[src/rtl/bellek_hakemi_pkg.sv]
// Shared definitions for the bellek_hakemi memory arbiter:
// state encodings, owner encoding and the default burst length.
package bellek_hakemi_pkg;

    localparam int VARSAYILAN_OBEK_UZUNLUK = 4;

    typedef enum logic [1:0] {
        HAKEM_BOSTA = 2'd0,
        HAKEM_L1B   = 2'd1,
        HAKEM_L1V   = 2'd2
    } hakem_durum_e;

    typedef enum logic {
        SAHIP_L1B = 1'b0,
        SAHIP_L1V = 1'b1
    } sahip_e;

endpackage

[src/rtl/bellek_hakemi_if.sv]
// Signal bundle between the L1 caches, the arbiter and the memory word port.
// Handshake: a memory beat transfers in every cycle with bellek_istek_o && bellek_hazir_i;
// a requester holds istek until its bitti_o, and a write word is held until l1v_yaz_hazir_o.
interface bellek_hakemi_if #(
    parameter int ADRES_BIT = 32,
    parameter int VERI_BIT  = 32
);
    logic                 l1b_istek_i;
    logic [ADRES_BIT-1:0] l1b_adres_i;
    logic                 l1b_gecerli_o;
    logic [VERI_BIT-1:0]  l1b_deger_o;
    logic                 l1b_bitti_o;

    logic                 l1v_istek_i;
    logic                 l1v_yaz_i;
    logic [ADRES_BIT-1:0] l1v_adres_i;
    logic [VERI_BIT-1:0]  l1v_yaz_deger_i;
    logic                 l1v_yaz_hazir_o;
    logic                 l1v_gecerli_o;
    logic [VERI_BIT-1:0]  l1v_deger_o;
    logic                 l1v_bitti_o;

    logic                 bellek_istek_o;
    logic                 bellek_yaz_o;
    logic [ADRES_BIT-1:0] bellek_adres_o;
    logic [VERI_BIT-1:0]  bellek_yaz_deger_o;
    logic                 bellek_hazir_i;
    logic [VERI_BIT-1:0]  bellek_deger_i;

    modport slave (
        input  l1b_istek_i, l1b_adres_i,
        output l1b_gecerli_o, l1b_deger_o, l1b_bitti_o,
        input  l1v_istek_i, l1v_yaz_i, l1v_adres_i, l1v_yaz_deger_i,
        output l1v_yaz_hazir_o, l1v_gecerli_o, l1v_deger_o, l1v_bitti_o,
        output bellek_istek_o, bellek_yaz_o, bellek_adres_o, bellek_yaz_deger_o,
        input  bellek_hazir_i, bellek_deger_i
    );

    modport master (
        output l1b_istek_i, l1b_adres_i,
        input  l1b_gecerli_o, l1b_deger_o, l1b_bitti_o,
        output l1v_istek_i, l1v_yaz_i, l1v_adres_i, l1v_yaz_deger_i,
        input  l1v_yaz_hazir_o, l1v_gecerli_o, l1v_deger_o, l1v_bitti_o,
        input  bellek_istek_o, bellek_yaz_o, bellek_adres_o, bellek_yaz_deger_o,
        output bellek_hazir_i, bellek_deger_i
    );

endinterface

[src/rtl/bellek_hakemi_obek_sayaci.sv]
// Burst beat counter and address generator: latches the line base at grant
// and produces base + 4*beat, flagging the final beat of the burst.
module bellek_hakemi_obek_sayaci #(
    parameter int ADRES_BIT    = 32,
    parameter int OBEK_UZUNLUK = 4
) (
    input  logic                 clk_i,
    input  logic                 rst_i,
    input  logic                 baslat_i,
    input  logic                 ilerle_i,
    input  logic [ADRES_BIT-1:0] base_i,
    output logic [ADRES_BIT-1:0] adres_o,
    output logic                 son_o
);
    localparam int SAYAC_BIT = $clog2(OBEK_UZUNLUK);
    localparam logic [SAYAC_BIT-1:0] SON_SAYAC = SAYAC_BIT'(OBEK_UZUNLUK - 1);

    logic [SAYAC_BIT-1:0] sayac_q, sayac_d;
    logic [ADRES_BIT-1:0] base_q, base_d;

    always_comb begin
        sayac_d = sayac_q;
        base_d  = base_q;
        if (baslat_i) begin
            sayac_d = '0;
            base_d  = base_i;
        end else if (ilerle_i) begin
            sayac_d = son_o ? '0 : sayac_q + SAYAC_BIT'(1);
        end
    end

    always_ff @(posedge clk_i) begin
        if (rst_i) begin
            sayac_q <= '0;
            base_q  <= '0;
        end else begin
            sayac_q <= sayac_d;
            base_q  <= base_d;
        end
    end

    // Base is line aligned, so the sum never carries out of the line; the
    // top bits wrap naturally modulo 2^ADRES_BIT.
    assign adres_o = base_q + ADRES_BIT'({sayac_q, 2'b00});
    assign son_o   = (sayac_q == SON_SAYAC);

endmodule

[src/rtl/bellek_hakemi.sv]
// Memory word-port arbiter between the L1 instruction and data caches; each grant is a fixed burst.
// Define BELLEK_HAKEMI_ADIL_EN for round-robin tie breaking instead of fixed l1v priority.
module bellek_hakemi
    import bellek_hakemi_pkg::*;
#(
    parameter int ADRES_BIT    = 32,
    parameter int VERI_BIT     = 32,
    parameter int OBEK_UZUNLUK = VARSAYILAN_OBEK_UZUNLUK
) (
    input  logic           clk_i,
    input  logic           rst_i,
    bellek_hakemi_if.slave hakem,
    output hakem_durum_e   durum_o
);
    localparam logic [ADRES_BIT-1:0] HIZA_MASKE = ADRES_BIT'(OBEK_UZUNLUK * 4 - 1);

    hakem_durum_e         durum_q, durum_d;
    logic                 yaz_q, yaz_d;
    logic                 baslat;
    logic                 ilerle;
    logic                 son;
    logic [ADRES_BIT-1:0] taban;
    logic [ADRES_BIT-1:0] adres;
    logic                 l1v_kazanir;

`ifdef BELLEK_HAKEMI_ADIL_EN
    sahip_e son_sahip_q, son_sahip_d;

    // On a tie the side that was not granted last wins.
    assign l1v_kazanir = hakem.l1v_istek_i &&
                         (!hakem.l1b_istek_i || (son_sahip_q == SAHIP_L1B));

    always_comb begin
        son_sahip_d = son_sahip_q;
        if (baslat) begin
            son_sahip_d = l1v_kazanir ? SAHIP_L1V : SAHIP_L1B;
        end
    end

    always_ff @(posedge clk_i) begin
        if (rst_i) begin
            son_sahip_q <= SAHIP_L1B;
        end else begin
            son_sahip_q <= son_sahip_d;
        end
    end
`else
    assign l1v_kazanir = hakem.l1v_istek_i;
`endif

    always_comb begin
        durum_d = durum_q;
        yaz_d   = yaz_q;
        baslat  = 1'b0;
        ilerle  = 1'b0;
        taban   = hakem.l1b_adres_i & ~HIZA_MASKE;

        hakem.l1b_gecerli_o      = 1'b0;
        hakem.l1b_deger_o        = '0;
        hakem.l1b_bitti_o        = 1'b0;
        hakem.l1v_yaz_hazir_o    = 1'b0;
        hakem.l1v_gecerli_o      = 1'b0;
        hakem.l1v_deger_o        = '0;
        hakem.l1v_bitti_o        = 1'b0;
        hakem.bellek_istek_o     = 1'b0;
        hakem.bellek_yaz_o       = 1'b0;
        hakem.bellek_adres_o     = '0;
        hakem.bellek_yaz_deger_o = '0;

        // Outputs stay at their zero defaults while reset is held.
        if (!rst_i) begin
            case (durum_q)
                HAKEM_BOSTA: begin
                    if (l1v_kazanir) begin
                        durum_d = HAKEM_L1V;
                        yaz_d   = hakem.l1v_yaz_i;
                        taban   = hakem.l1v_adres_i & ~HIZA_MASKE;
                        baslat  = 1'b1;
                    end else if (hakem.l1b_istek_i) begin
                        durum_d = HAKEM_L1B;
                        yaz_d   = 1'b0;
                        baslat  = 1'b1;
                    end
                end

                HAKEM_L1B, HAKEM_L1V: begin
                    hakem.bellek_istek_o     = 1'b1;
                    hakem.bellek_yaz_o       = yaz_q;
                    hakem.bellek_adres_o     = adres;
                    hakem.bellek_yaz_deger_o = yaz_q ? hakem.l1v_yaz_deger_i : '0;

                    if (hakem.bellek_hazir_i) begin
                        ilerle = 1'b1;
                        if (yaz_q) begin
                            hakem.l1v_yaz_hazir_o = 1'b1;
                        end else if (durum_q == HAKEM_L1V) begin
                            hakem.l1v_gecerli_o = 1'b1;
                            hakem.l1v_deger_o   = hakem.bellek_deger_i;
                        end else begin
                            hakem.l1b_gecerli_o = 1'b1;
                            hakem.l1b_deger_o   = hakem.bellek_deger_i;
                        end

                        if (son) begin
                            durum_d = HAKEM_BOSTA;
                            if (durum_q == HAKEM_L1V) begin
                                hakem.l1v_bitti_o = 1'b1;
                            end else begin
                                hakem.l1b_bitti_o = 1'b1;
                            end
                        end
                    end
                end

                default: durum_d = HAKEM_BOSTA;
            endcase
        end
    end

    always_ff @(posedge clk_i) begin
        if (rst_i) begin
            durum_q <= HAKEM_BOSTA;
            yaz_q   <= 1'b0;
        end else begin
            durum_q <= durum_d;
            yaz_q   <= yaz_d;
        end
    end

    bellek_hakemi_obek_sayaci #(
        .ADRES_BIT    (ADRES_BIT),
        .OBEK_UZUNLUK (OBEK_UZUNLUK)
    ) u_obek_sayaci (
        .clk_i    (clk_i),
        .rst_i    (rst_i),
        .baslat_i (baslat),
        .ilerle_i (ilerle),
        .base_i   (taban),
        .adres_o  (adres),
        .son_o    (son)
    );

    assign durum_o = rst_i ? HAKEM_BOSTA : durum_q;

endmodule

[src/flat_wrapper.sv]
// flat-port wrapper written by rule: the top's interface ports become plain ports
module bellek_hakemi_flat import bellek_hakemi_pkg::*;
#(
    parameter int ADRES_BIT    = 32,
    parameter int VERI_BIT     = 32,
    parameter int OBEK_UZUNLUK = VARSAYILAN_OBEK_UZUNLUK
)
  (clk_i, rst_i, durum_o, hakem_l1b_istek_i, hakem_l1b_adres_i, hakem_l1b_gecerli_o, hakem_l1b_deger_o, hakem_l1b_bitti_o, hakem_l1v_istek_i, hakem_l1v_yaz_i, hakem_l1v_adres_i, hakem_l1v_yaz_deger_i, hakem_l1v_yaz_hazir_o, hakem_l1v_gecerli_o, hakem_l1v_deger_o, hakem_l1v_bitti_o, hakem_bellek_istek_o, hakem_bellek_yaz_o, hakem_bellek_adres_o, hakem_bellek_yaz_deger_o, hakem_bellek_hazir_i, hakem_bellek_deger_i);
  bellek_hakemi_if #(.ADRES_BIT(ADRES_BIT), .VERI_BIT(VERI_BIT)) hakem_i ();
  input  logic clk_i;
  input  logic rst_i;
  output hakem_durum_e durum_o;
  input wire logic [$bits(hakem_i.l1b_istek_i)-1:0] hakem_l1b_istek_i;
  input wire logic [$bits(hakem_i.l1b_adres_i)-1:0] hakem_l1b_adres_i;
  output wire logic [$bits(hakem_i.l1b_gecerli_o)-1:0] hakem_l1b_gecerli_o;
  output wire logic [$bits(hakem_i.l1b_deger_o)-1:0] hakem_l1b_deger_o;
  output wire logic [$bits(hakem_i.l1b_bitti_o)-1:0] hakem_l1b_bitti_o;
  input wire logic [$bits(hakem_i.l1v_istek_i)-1:0] hakem_l1v_istek_i;
  input wire logic [$bits(hakem_i.l1v_yaz_i)-1:0] hakem_l1v_yaz_i;
  input wire logic [$bits(hakem_i.l1v_adres_i)-1:0] hakem_l1v_adres_i;
  input wire logic [$bits(hakem_i.l1v_yaz_deger_i)-1:0] hakem_l1v_yaz_deger_i;
  output wire logic [$bits(hakem_i.l1v_yaz_hazir_o)-1:0] hakem_l1v_yaz_hazir_o;
  output wire logic [$bits(hakem_i.l1v_gecerli_o)-1:0] hakem_l1v_gecerli_o;
  output wire logic [$bits(hakem_i.l1v_deger_o)-1:0] hakem_l1v_deger_o;
  output wire logic [$bits(hakem_i.l1v_bitti_o)-1:0] hakem_l1v_bitti_o;
  output wire logic [$bits(hakem_i.bellek_istek_o)-1:0] hakem_bellek_istek_o;
  output wire logic [$bits(hakem_i.bellek_yaz_o)-1:0] hakem_bellek_yaz_o;
  output wire logic [$bits(hakem_i.bellek_adres_o)-1:0] hakem_bellek_adres_o;
  output wire logic [$bits(hakem_i.bellek_yaz_deger_o)-1:0] hakem_bellek_yaz_deger_o;
  input wire logic [$bits(hakem_i.bellek_hazir_i)-1:0] hakem_bellek_hazir_i;
  input wire logic [$bits(hakem_i.bellek_deger_i)-1:0] hakem_bellek_deger_i;
  assign hakem_i.l1b_istek_i = hakem_l1b_istek_i;
  assign hakem_i.l1b_adres_i = hakem_l1b_adres_i;
  assign hakem_l1b_gecerli_o = hakem_i.l1b_gecerli_o;
  assign hakem_l1b_deger_o = hakem_i.l1b_deger_o;
  assign hakem_l1b_bitti_o = hakem_i.l1b_bitti_o;
  assign hakem_i.l1v_istek_i = hakem_l1v_istek_i;
  assign hakem_i.l1v_yaz_i = hakem_l1v_yaz_i;
  assign hakem_i.l1v_adres_i = hakem_l1v_adres_i;
  assign hakem_i.l1v_yaz_deger_i = hakem_l1v_yaz_deger_i;
  assign hakem_l1v_yaz_hazir_o = hakem_i.l1v_yaz_hazir_o;
  assign hakem_l1v_gecerli_o = hakem_i.l1v_gecerli_o;
  assign hakem_l1v_deger_o = hakem_i.l1v_deger_o;
  assign hakem_l1v_bitti_o = hakem_i.l1v_bitti_o;
  assign hakem_bellek_istek_o = hakem_i.bellek_istek_o;
  assign hakem_bellek_yaz_o = hakem_i.bellek_yaz_o;
  assign hakem_bellek_adres_o = hakem_i.bellek_adres_o;
  assign hakem_bellek_yaz_deger_o = hakem_i.bellek_yaz_deger_o;
  assign hakem_i.bellek_hazir_i = hakem_bellek_hazir_i;
  assign hakem_i.bellek_deger_i = hakem_bellek_deger_i;
  bellek_hakemi #(.ADRES_BIT(ADRES_BIT), .VERI_BIT(VERI_BIT), .OBEK_UZUNLUK(OBEK_UZUNLUK)) u_core (.clk_i(clk_i), .rst_i(rst_i), .hakem(hakem_i), .durum_o(durum_o));
endmodule
[config.mk]
export PLATFORM = sky130hd
export DESIGN_NAME = bellek_hakemi_flat
export DESIGN_NICKNAME = d
export VERILOG_FILES = /design/src/rtl/bellek_hakemi_pkg.sv /design/src/rtl/bellek_hakemi_if.sv /design/src/rtl/bellek_hakemi_obek_sayaci.sv /design/src/rtl/bellek_hakemi.sv /design/src/flat_wrapper.sv
export SDC_FILE = /design/constraint.sdc
export NUM_CORES = 1
export LEC_CHECK = 0
export CORE_ASPECT_RATIO = 0.7
export CORE_MARGIN = 4
export CORE_UTILIZATION = 26
export DETAILED_ROUTE_END_ITERATION = 10
export PLACE_DENSITY = 0.87
export SLEW_MARGIN = 20
export SYNTH_ARGS = -nofsm -noshare
export SYNTH_HDL_FRONTEND = slang
export SYNTH_SLANG_ARGS = --single-unit
[constraint.sdc]
create_clock -name clk_i -period 1.8 [get_ports clk_i]
set_clock_uncertainty 0.2 [all_clocks]
set_input_delay 0.36 -clock clk_i [delete_from_list [all_inputs] [get_ports clk_i]]
set_output_delay 0.36 -clock clk_i [all_outputs]
set_load 0.005 [all_outputs]
==> results.sh <==
export IMPL_hp_start="u_core.u_obek_sayaci.base_q[31]"
export IMPL_grt_overflow=0
export IMPL_avgSynthCellArea_um2=8.692
export IMPL_cts_tree="yes"
export IMPL_r2r_start="u_core.durum_q[0]"
export IMPL_arrival_ns=2.08
export IMPL_cp_required_ns=1.24
export IMPL_violations="negative setup slack"
export IMPL_first_pass_iters=4
export IMPL_yosysWarnings=0
export IMPL_nets=746
export IMPL_yosysTopAreaCell="dfxtp_1"
export IMPL_drc=0
export IMPL_path_max_fanout=5
export IMPL_grt_busiest_layer="met2"
export IMPL_placementRows=29
export IMPL_final_common_cell="buf_6"
export IMPL_fin_ws_ns=-0.8423
export IMPL_ys_types=34
export IMPL_synth_top_area_share_pct=27.05
export IMPL_die_area_um2=11030
export IMPL_r2r_cells=11
export IMPL_fin_crit_sh_pct=146.8
export IMPL_max_cap_violations=0
export IMPL_place_ws_ns=-0.8617
export IMPL_yosysSeqAreaShare_pct=27.05
export IMPL_dp_hpwl_um=9200
export IMPL_worstReg2RegEnd="u_core.u_obek_sayaci.sayac_q[1]"
export IMPL_criticalPathCategory="reg2out"
export IMPL_hold_end="u_core.u_obek_sayaci.base_q[31]"
export IMPL_io_buffers=260
export IMPL_synth_seq_cells=33
export IMPL_clk_pin_slew_worst_paths_ns=0.05
export IMPL_routed_wl_um=15070
export IMPL_core_area_um2=9107
export IMPL_synth_cells=281
export IMPL_post_route_min_period_ns=2.642
export IMPL_yosys_top_cells_area="dfxtp_1 (27%), and2_1 (24%), mux2i_1 (11%), o2bb2ai_1 (9.3%), and3_1 (8.5%)"
export IMPL_rsz0062_at_grt="true"
export IMPL_drtAntennaViolNets=0
export IMPL_grt_max_degree=36
export IMPL_gp_congestion=0.8523
export IMPL_holdBufCountCts=0
export IMPL_grt_use_met2_pct=44.09
export IMPL_cts_sinks=33
export IMPL_holdCritPathClass="reg2reg"
export IMPL_fin_area_um2=6713
export IMPL_power_mw=5.525
export IMPL_fillers=598
export IMPL_routedWlPerCell_um=20.56
export IMPL_route_vias_total=3470
export IMPL_drv_slew=0
export IMPL_most_common_layout_cells="buf_6 (144), clkdlybuf4s50_1 (124), and2_4 (90), dfxtp_1 (31), mux2i_1 (28)"
export IMPL_insertion_delay_ns=0.27
export IMPL_clock_path_buffers=2
export IMPL_setup_viol=135
export IMPL_cts_root_buf="clkbuf_16"
export IMPL_synth_area_um2=2442
export IMPL_hold_ws_ns=0.2540
export IMPL_critPathLaunchType="flip-flop"
export IMPL_grt_use_total_pct=22.58
export IMPL_status="complete, but fails checks"
export IMPL_dieWidth_um=123.8
export IMPL_powerDensity_nw_per_um2=823.0
export IMPL_peakVddDrop_v=0.0004844
export IMPL_antenna_found_initial=1
export IMPL_crit_start="u_core.durum_q[0]"
export IMPL_met1_usage_pct=24.82
export IMPL_die_height_um=89.09
export IMPL_initial_utilization_pct=26.82
export IMPL_fmax_mhz=378.5
export IMPL_drt_iter0_drc=118
export IMPL_final_layout_size_suffix_gt1_share_pct=57.40
export IMPL_htree_num_levels=2
export IMPL_cp_end_kind="primary output"
export IMPL_r2r_slack_ns=-0.37
export IMPL_grt_pass1_vias=3426
export IMPL_cts_buffers=5
export IMPL_p_leak_nw=3.177
export IMPL_grt_pass1_wl_um=19180
export IMPL_place_area_um2=5374
export IMPL_hold_depth=1
export IMPL_viasPerCell=4.734
export IMPL_area_growth_pct=174.8
export IMPL_ios=271
export IMPL_met3_usage_pct=5.187
export IMPL_hold_viol=0
==> how the worst max path moves through the flow <==
| stage | endpoint | slack, ns | depth (start not counted) |
|---|---|---|---|
| 2_1_floorplan | hakem_l1v_deger_o[23] | -0.09 | 6 |
| 3_3_place_gp | hakem_l1v_bitti_o | -0.81 | 5 |
| 3_5_place_dp | hakem_l1b_deger_o[8] | -0.86 | 6 |
| 4_1_cts | hakem_bellek_adres_o[6] | -0.84 | 7 |
| 5_1_grt | hakem_l1b_deger_o[13] | -0.88 | 10 |
| 6_report | hakem_l1b_deger_o[13] | -0.84 | 10 |
==> layout make-up <==
type	instances	area (µm²)	share of cell area, %
sequential	33	663.1	9.879
clock buffer	7	142.6	2.125
inverter	3	13.76	0.2050
antenna	1	2.502	0.03728
timing repair buffer	346	3796	56.55
multi-input combinational	219	1939	28.89
tap	124	155.1	2.311
==> cells in the mapped netlist (all sizes together) <==
library cell / count
and2: 96
nand3b: 1
nand2b: 1
ha: 4
and4: 1
or3: 1
conb: 1
and4b: 1
inv: 3
o31ai: 1
dfxtp: 33
nor2: 1
clkbuf: 9
o2bb2ai: 26
and3: 33
a21boi: 3
o21ai: 4
nand2: 3
a21o: 1
nor3b: 2
nand3: 3
and4bb: 1
mux2i: 28
o221a: 1
nor2b: 5
buf: 18
==> layer usage <==
layer	part of all wire, %	up-vias
li1	-	1633
met2	54	143
met3	5.6	28
met5	0	-
met1	38	1666
met4	2.4	0
==> stage by stage <==
stage | std cells | util (%) | setup TNS [ns]
finish | 733 | 73.71 | -91.74
global placement | 666 | 59.01 | -102.22
detailed placement | 666 | 59.01 | -105.72
global route | 733 | 73.71 | -98.28
floorplan | 282 | - | -4.981
CTS | 713 | 66.82 | -83.98
==> critical path, cell delays in order, from the launching register on <==
cell	delay, ns
dfxtp_2	0.35
inv_4	0.05
ha_4	0.27
nor2b_4	0.19
and4bb_4	0.29
buf_12	0.12
buf_12	0.11
buf_16	0.10
buf_6	0.09
and2_4	0.14
buf_6	0.09
==> flip-flops by register name (all words and copies together) (netlist names) <==
| signal | flops |
|---|---|
| u_core.durum_q | 2 |
| u_core.u_obek_sayaci.base_q | 28 |
| u_core.u_obek_sayaci.sayac_q | 2 |
| u_core.yaz_q | 1 |
==> cells by family (layout without fill, tap and decap cells) <==
group | Yosys count | in the layout | synth area share [%]
other | 1 | 3 | 0.1535
multiplexers | 28 | 28 | 11.48
AND/OR/NAND/NOR | 149 | 149 | 38.99
flip-flops | 33 | 33 | 27.05
buffers and inverters | 30 | 356 | 8.145
AO/OA/AOI/OAI | 36 | 36 | 12.14
adder cells (fa/ha/maj) | 4 | 4 | 2.049
==> what timing repair did <==
action | in CTS | in global routing
pin swaps | 16 | 38
cloned | 8 | 8
endpoints found under the setup margin | 135 | 136
gates resized for setup | 512 | 263
setup buffers | 33 | 18
==> power breakdown <==
part	internal [mW]	switching, mW	total, mW
clock network	0.542	0.283	0.825
logic	2.23	1.40	3.63
registers	0.947	0.122	1.07
total	3.72	1.81	5.52
Power figures use the tool's default switching activity.
